## src/rtl/uart_rx_os16.sv

```systemverilog
// uart_rx_os16 -- 16x-oversampled UART receiver (8N1 by default, LSB first).
//
// Bit timing comes from baud_tick, a one-cycle enable pulse issued OS_RATE
// times per bit period by the baud divider. The whole block runs on pll_clk.
// The FSM waits for a falling edge on the synchronized line, re-checks it in
// the middle of the start bit, then samples every data bit (and the stop
// bit) at mid-bit.
//
// Optional feature: define UART_RX_PARITY_EN to add an even-parity bit
// between the payload and the stop bit, along with the parity_err output.
//
// Ports:
//   pll_clk    in   system clock
//   n_rst      in   asynchronous active-low reset
//   baud_tick  in   oversample enable, OS_RATE pulses per bit
//   rx         in   asynchronous serial line, idle high
//   data_out   out  last received payload; holds until the next frame ends
//   data_valid out  1-cycle pulse: frame good, data_out valid
//   frame_err  out  1-cycle pulse: stop bit sampled low
//   parity_err out  (UART_RX_PARITY_EN only) 1-cycle pulse alongside
//                   data_valid/frame_err when even parity fails
//   busy       out  FSM not in IDLE
module uart_rx_os16 #(
  parameter int DATA_BITS = 8,
  parameter int OS_RATE   = 16
) (
  input  logic                 pll_clk,
  input  logic                 n_rst,
  input  logic                 baud_tick,
  input  logic                 rx,
  output logic [DATA_BITS-1:0] data_out,
  output logic                 data_valid,
  output logic                 frame_err,
`ifdef UART_RX_PARITY_EN
  output logic                 parity_err,
`endif
  output logic                 busy
);

  localparam int TW = $clog2(OS_RATE);
  localparam int BW = $clog2(DATA_BITS + 1);
  localparam logic [TW-1:0] HALF_M1  = TW'(OS_RATE / 2 - 1);
  localparam logic [TW-1:0] FULL_M1  = TW'(OS_RATE - 1);
  localparam logic [BW-1:0] LAST_BIT = BW'(DATA_BITS - 1);

  typedef enum logic [2:0] {
    S_IDLE, S_START, S_DATA, S_PARITY, S_STOP, S_BREAK
  } state_t;

  state_t               state;
  logic                 rx_m, rx_s;
  logic [TW-1:0]        tick_cnt;
  logic [BW-1:0]        bit_cnt;
  logic [DATA_BITS-1:0] shreg;
`ifdef UART_RX_PARITY_EN
  logic                 par_bit;
`endif

  assign busy = (state != S_IDLE);

  always_ff @(posedge pll_clk or negedge n_rst) begin
    if (!n_rst) begin
      rx_m       <= 1'b1;
      rx_s       <= 1'b1;
      state      <= S_IDLE;
      tick_cnt   <= '0;
      bit_cnt    <= '0;
      shreg      <= '0;
      data_out   <= '0;
      data_valid <= 1'b0;
      frame_err  <= 1'b0;
`ifdef UART_RX_PARITY_EN
      par_bit    <= 1'b0;
      parity_err <= 1'b0;
`endif
    end else begin
      rx_m       <= rx;
      rx_s       <= rx_m;
      data_valid <= 1'b0;
      frame_err  <= 1'b0;
`ifdef UART_RX_PARITY_EN
      parity_err <= 1'b0;
`endif
      case (state)
        // Edge detection is not tick-gated so the start-bit phase error is
        // bounded by the tick period, not by an extra tick of wait.
        S_IDLE: begin
          if (!rx_s) begin
            state    <= S_START;
            tick_cnt <= '0;
          end
        end
        S_START: begin
          if (baud_tick) begin
            if (tick_cnt == HALF_M1) begin
              tick_cnt <= '0;
              bit_cnt  <= '0;
              // A line that is high again at mid-start was a glitch.
              state    <= rx_s ? S_IDLE : S_DATA;
            end else begin
              tick_cnt <= tick_cnt + 1'b1;
            end
          end
        end
        S_DATA: begin
          if (baud_tick) begin
            if (tick_cnt == FULL_M1) begin
              tick_cnt <= '0;
              shreg    <= {rx_s, shreg[DATA_BITS-1:1]};
              bit_cnt  <= bit_cnt + 1'b1;
              if (bit_cnt == LAST_BIT) begin
`ifdef UART_RX_PARITY_EN
                state <= S_PARITY;
`else
                state <= S_STOP;
`endif
              end
            end else begin
              tick_cnt <= tick_cnt + 1'b1;
            end
          end
        end
`ifdef UART_RX_PARITY_EN
        S_PARITY: begin
          if (baud_tick) begin
            if (tick_cnt == FULL_M1) begin
              tick_cnt <= '0;
              par_bit  <= rx_s;
              state    <= S_STOP;
            end else begin
              tick_cnt <= tick_cnt + 1'b1;
            end
          end
        end
`endif
        S_STOP: begin
          if (baud_tick) begin
            if (tick_cnt == FULL_M1) begin
              tick_cnt <= '0;
              data_out <= shreg;
`ifdef UART_RX_PARITY_EN
              parity_err <= ^{shreg, par_bit};
`endif
              // Leave mid-stop-bit so a following start edge is not missed.
              if (rx_s) begin
                data_valid <= 1'b1;
                state      <= S_IDLE;
              end else begin
                frame_err <= 1'b1;
                state     <= S_BREAK;
              end
            end else begin
              tick_cnt <= tick_cnt + 1'b1;
            end
          end
        end
        // Held-low line: wait for idle so it is not decoded as more frames.
        S_BREAK: begin
          if (rx_s) state <= S_IDLE;
        end
        default: state <= S_IDLE;
      endcase
    end
  end

endmodule

```

## config.mk

```make
export PLATFORM = sky130hd
export DESIGN_NAME = uart_rx_os16
export DESIGN_NICKNAME = d
export VERILOG_FILES = /design/src/rtl/uart_rx_os16.sv
export SDC_FILE = /design/constraint.sdc
export NUM_CORES = 1
export LEC_CHECK = 0
export CORE_MARGIN = 10
export CORE_UTILIZATION = 55
export CTS_CLUSTER_DIAMETER = 100
export DETAILED_ROUTE_END_ITERATION = 10
export PLACE_DENSITY = 0.88
export SKIP_LAST_GASP = 1
export SYNTH_ARGS = -nofsm -noshare
export SYNTH_HDL_FRONTEND = slang
export SYNTH_SLANG_ARGS = --single-unit
```

## constraint.sdc

```tcl
create_clock -name pll_clk -period 4.6 [get_ports pll_clk]
set_clock_uncertainty 0.05 [all_clocks]
set_input_delay 1.15 -clock pll_clk [delete_from_list [all_inputs] [get_ports pll_clk]]
set_output_delay 1.15 -clock pll_clk [all_outputs]
set_load 0.02 [all_outputs]
```

# --- Word level (Yosys, flattened, before mapping) ---
# Index checks and enable logic that the tools add are counted.
totals:
  reg_bits: 31
  input_bits: 4
  out_inout_bits: 11
  elab_cells: 69
classes:
  n_addsub: 2
  eq_ne: 17
  muxes: 31
  n_reduce_logical: 10
ops:
  columns: ["op", "n"]
  rows:
  - ["$mux W4", 9]
  - ["$mux W3", 10]
  - ["$ne A2 B2 Y1 const B", 9]
  - ["$pmux W3 S5", 1]
  - ["$pmux W4 S3", 1]
  - ["$reduce_and A9 Y1", 1]
  - ["$add A4 B1 Y4 const B", 2]
  - ["$eq A4 B3 Y1 const B", 2]
  - ["$mux W1", 8]
  - ["$pmux W4 S2", 1]
  - ["$eq A3 B3 Y1 const B", 2]
  - ["$reduce_and A3 Y1", 2]
  - ["$reduce_bool A3 Y1", 2]
  - ["$reduce_and A5 Y1", 1]
  - ["$eq A4 B4 Y1 const B", 1]
  - ["$reduce_and A4 Y1", 1]
  - ["$eq A3 B1 Y1 const B", 1]
  - ["$eq A3 B2 Y1 const B", 1]
  - ["$logic_not A3 Y1", 1]
  - ["$mux W2", 1]
  - ["$ne A2 B1 Y1 const B", 1]
  - ["$reduce_bool A2 Y1", 1]
  - ["$reduce_or A2 Y1", 1]

# --- Longest topological paths before layout ---
logic_depth:
  word_depth: 5
  depth_mapped: 7
  mapped_depth_nobuf: 6

# --- Worst setup path after synthesis ---
# No wires, ideal clock.
synth_path:
  path_kind: "reg2out"
  startpoint: "register state[0]"
  endpoint: "output port busy"
  arrival_ps: 1106
  required_time_ps: 3400
  slack_ps: 2294
  path_stages_with_launch: 4
  path_buffers: 2
  path_cell_list: "dfrtp_1 buf_6 clkbuf_8 or3_1"
synth_between:
  elab_chain_cells: 1
synth_rtl:
  columns: ["item", "line_no", "rtl"]
  rows:
  - ["from (decl)", "50", "state_t state;"]
  - ["from (signal assigned)", "99", "state <= rx_s ? S_IDLE : S_DATA;"]
  - ["$reduce_bool A3 Y1", "59", "assign busy = (state != S_IDLE);"]
  - ["to (decl)", "37", "output logic busy"]
# Every way passes these cells.

# --- Final worst setup path ---
# Ends and elaborated chain as after synthesis.

==> qor.log <==
qor: placement.placed_cells 168
qor: synth.post_synth_inst_count 128
qor: synth.register_bit_total_from_synthesis 31
qor: run_status.run_status complete, no violations
qor: clocking.htree_num_levels 2
qor: synth.synth_edf_count 0
qor: setup_path.worstPathCellList or3_1, clkdlybuf4s50_1
qor: synth.synthesis.yosys.warnings 0
qor: synth.postSynthNetCount 134
qor: global_route.maximum_number_of_pins_on_one_net_before_global_route_repair 32
qor: clocking.clk_transition_reported_paths 0.10 ns
qor: clocking.ctsResizeCount 0
qor: sta.slew_headroom 58.8%
qor: power.power_per_cell_area 463 mW/mm^2
qor: drt.vias_per_cell 6.11
qor: final_layout.seq_area 778 um^2
qor: final_layout.fillerInstances 234
qor: final_layout.layout-area-overhead-vs-synth 11.7%
qor: setup_path.setup.worst_path.start_class flop
qor: min_path.source_of_the_worst_hold_timing_path rx_m
qor: sta.timing_hold_violations_final 0
qor: final_layout.drive_gt1_share 26.4%
qor: floorplan.core_footprint 0.00271 mm^2
qor: global_route.first_global_vias 1090
qor: clocking.root_cell_of_the_clock_tree clkbuf_4
qor: final_layout.fin_util 62.7%
qor: power.p_leak 0.000781 uW
qor: drt.detailedRoute.firstPassIterationCount 4
qor: sta.fin_crit 3.13 ns
qor: synth.synth.cell_area 0.00152 mm^2
qor: placement.dp_hpwl 2.05 mm
qor: final_layout.stdcell_count 175
qor: synth.synth.yosys.seq_area_share 51.1%
qor: synth.synth_area_per_cell 11.9 um^2
qor: setup_path.worst_ep_arrival_time 1.93 ns
qor: global_route.groute.layer.met2.usage 18.8%
qor: sta.timing.final.crit_share 68.1%
qor: synth.yosys_most_used_dff dfrtp_1
qor: clocking.cts_post_setup_buffers_inserted 0
qor: final_layout.mostFrequentLayoutCells dfrtp_1 (29), mux2_2 (18), clkdlybuf4s50_1 (14), nand2_1 (7)
qor: global_route.use_met1 13.0%
qor: setup_path.critPathLaunch state[0]
qor: clocking.clk-insertion-delay-late 0.33 ns
qor: sta.rsz0062_at_grt no
qor: global_route.first_pass_grt_wire_length 5.04 mm
qor: placement.gp_routability_congestion 0.818
qor: setup_path.cp.required 3.40 ns
qor: floorplan.placementRows 19
qor: drt.dr.first_iter.drc_count 106
qor: global_route.met3_usage 5.58%
qor: clocking.cts.sinks 31
qor: setup_path.max_stage_delay 0.62 ns
qor: final_layout.design.final.nets 150
qor: clocking.cts-buffers-inserted 5
qor: floorplan.die_x 72.6 um
qor: final_layout.final_common_cell dfrtp_1
qor: power.ir_drop 0.000433 V
qor: synth.synth_cell_type_count 41
qor: floorplan.chipHeight 72.6 um
qor: floorplan.die-area 0.00527 mm^2
qor: sta.maxClockFrequency 319 MHz
qor: setup_path.critPathKind reg2out
qor: sta.hold_ws 0.312 ns
qor: final_layout.multi_input_logic_area 664 um^2
qor: setup_path.critical-path-slowest-cell dfrtp_1
qor: global_route.number_of_antenna_violations_at_the_first_check_in_global_routing 0
qor: final_layout.antenna-diode-count 0
qor: setup_path.rr_startpoint state[0]
qor: setup_path.highest_fanout_seen_on_the_critical_path 21
qor: sta.tightest_slew 0.619 ns
qor: drt.drc 0
qor: drt.route.vias.total 1070
qor: sta.final.setup.tns 0 ns
qor: drt.totalWireLength 2.90 mm
qor: clocking.cts_tree yes
qor: drt.wl_per_cell 16.6 um
qor: power.post-layout-total-power 788 uW
qor: drt.detail-route-antenna-nets 0
qor: min_path.worst_hold_path_type reg2reg
qor: setup_path.cp-end-kind output pin
qor: clocking.cts.path.max_buffers 2
qor: sta.number_of_pins_with_negative_max_slew_slack_in_the_final_report 0
qor: global_route.globalRoute.totalOverflow 0
qor: flow_run.drv_cap 0
qor: global_route.grt_busiest_layer met2
qor: clocking.cts_hold_repair.buffers 0
qor: placement.buffer_ports.inserted 14
qor: global_route.groute.usage.overall 12.0%
qor: floorplan.ios 15
qor: synth.async_s_r_ff_share_synth 100%
qor: floorplan.initial_core_util 56.2%
qor: sta.final_number_of_setup_violating_endpoints 0
[cell families after synthesis]
family | after synthesis | share of synthesized area [%]
AND/OR/NAND/NOR | 38 | 14.4
AO/OA/AOI/OAI | 24 | 10.5
adder cells (fa/ha/maj) | 2 | 1.64
XOR/XNOR | 2 | 1.15
flip-flops | 31 | 51.1
buffers and inverters | 10 | 5.26
multiplexers | 21 | 15.9
[synthesized netlist by cell type (2+ instances only)]
master,instances,share of area [%]
nor2_2,3,1.2
clkbuf_8,2,1.8
dfrtp_1,29,48
inv_1,4,0.99
a211oi_1,2,0.99
o22ai_1,2,0.82
buf_4,2,0.99
buf_6,2,1.5
xor2_1,2,1.2
nand2b_1,2,0.82
nand4b_1,2,1.2
nand4_1,2,0.82
a21oi_1,4,1.3
nand2_1,7,1.7
nand3_1,4,1.3
ha_1,2,1.6
nor2_1,6,1.5
nor3_1,3,0.99
o21ai_0,6,2.0
a22o_1,2,1.2
dfstp_2,2,3.5
mux2_2,18,13
mux2_4,2,2.0
[critical path: cells and delay by family, from the launching register on]
family	cells	cell delay, ns
and+or+nand+nor	1	0.44
DFF	1	0.62
buffers and inverters	1	0.55
[final timing paths]
path                                  to  slack, ns  depth (start not counted)
worst max-delay path                busy       1.47                          2
worst min-delay path                rx_s       0.31                          0
worst max register to register  state[1]       2.49                          5
worst min register to register      rx_s       0.31                          0
max in group asynchronous           rx_m       3.01                          2
min in group asynchronous       state[1]       1.15                          2
[state kept, by name, indices dropped and copies added, names as in the netlist]
signal / cells
state: 3
frame_err: 1
tick_cnt: 4
data_out: 8
shreg: 8
data_valid: 1
bit_cnt: 4
rx_s: 1
rx_m: 1
[power by group]
group,switching (uW),leakage (uW),internal (uW)
Clock,86.0,0.0000341,70.7
Sequential,72.8,0.000421,298
Combinational,127,0.000326,133
[area by class of cell]
class	instances	share of cell area (%)
clock buffer	6	3.02
sequential	31	45.8
multi-input combinational	87	39.1
timing repair buffer	15	8.68
clock inverter	1	0.294
inverter	4	0.883
tap	31	2.28
[per-layer routing]
| metal | vias to the layer above | wire length (um) |
|---|---|---|
| li1 | 500 | - |
| met1 | 522 | 1210 |
| met2 | 40 | 1440 |
| met3 | 8 | 194 |
| met4 | 0 | 56 |
| met5 | - | 0 |
[per-stage QoR]
step           setup slack, ns  cell area [um^2]
2_1_floorplan             2.29              1520
3_3_place_gp              1.66              1640
3_5_place_dp              1.62              1640
4_1_cts                   1.44              1700
5_1_grt                   1.35              1700
6_report                  1.47              1700
(Power assumes the default switching activity.)
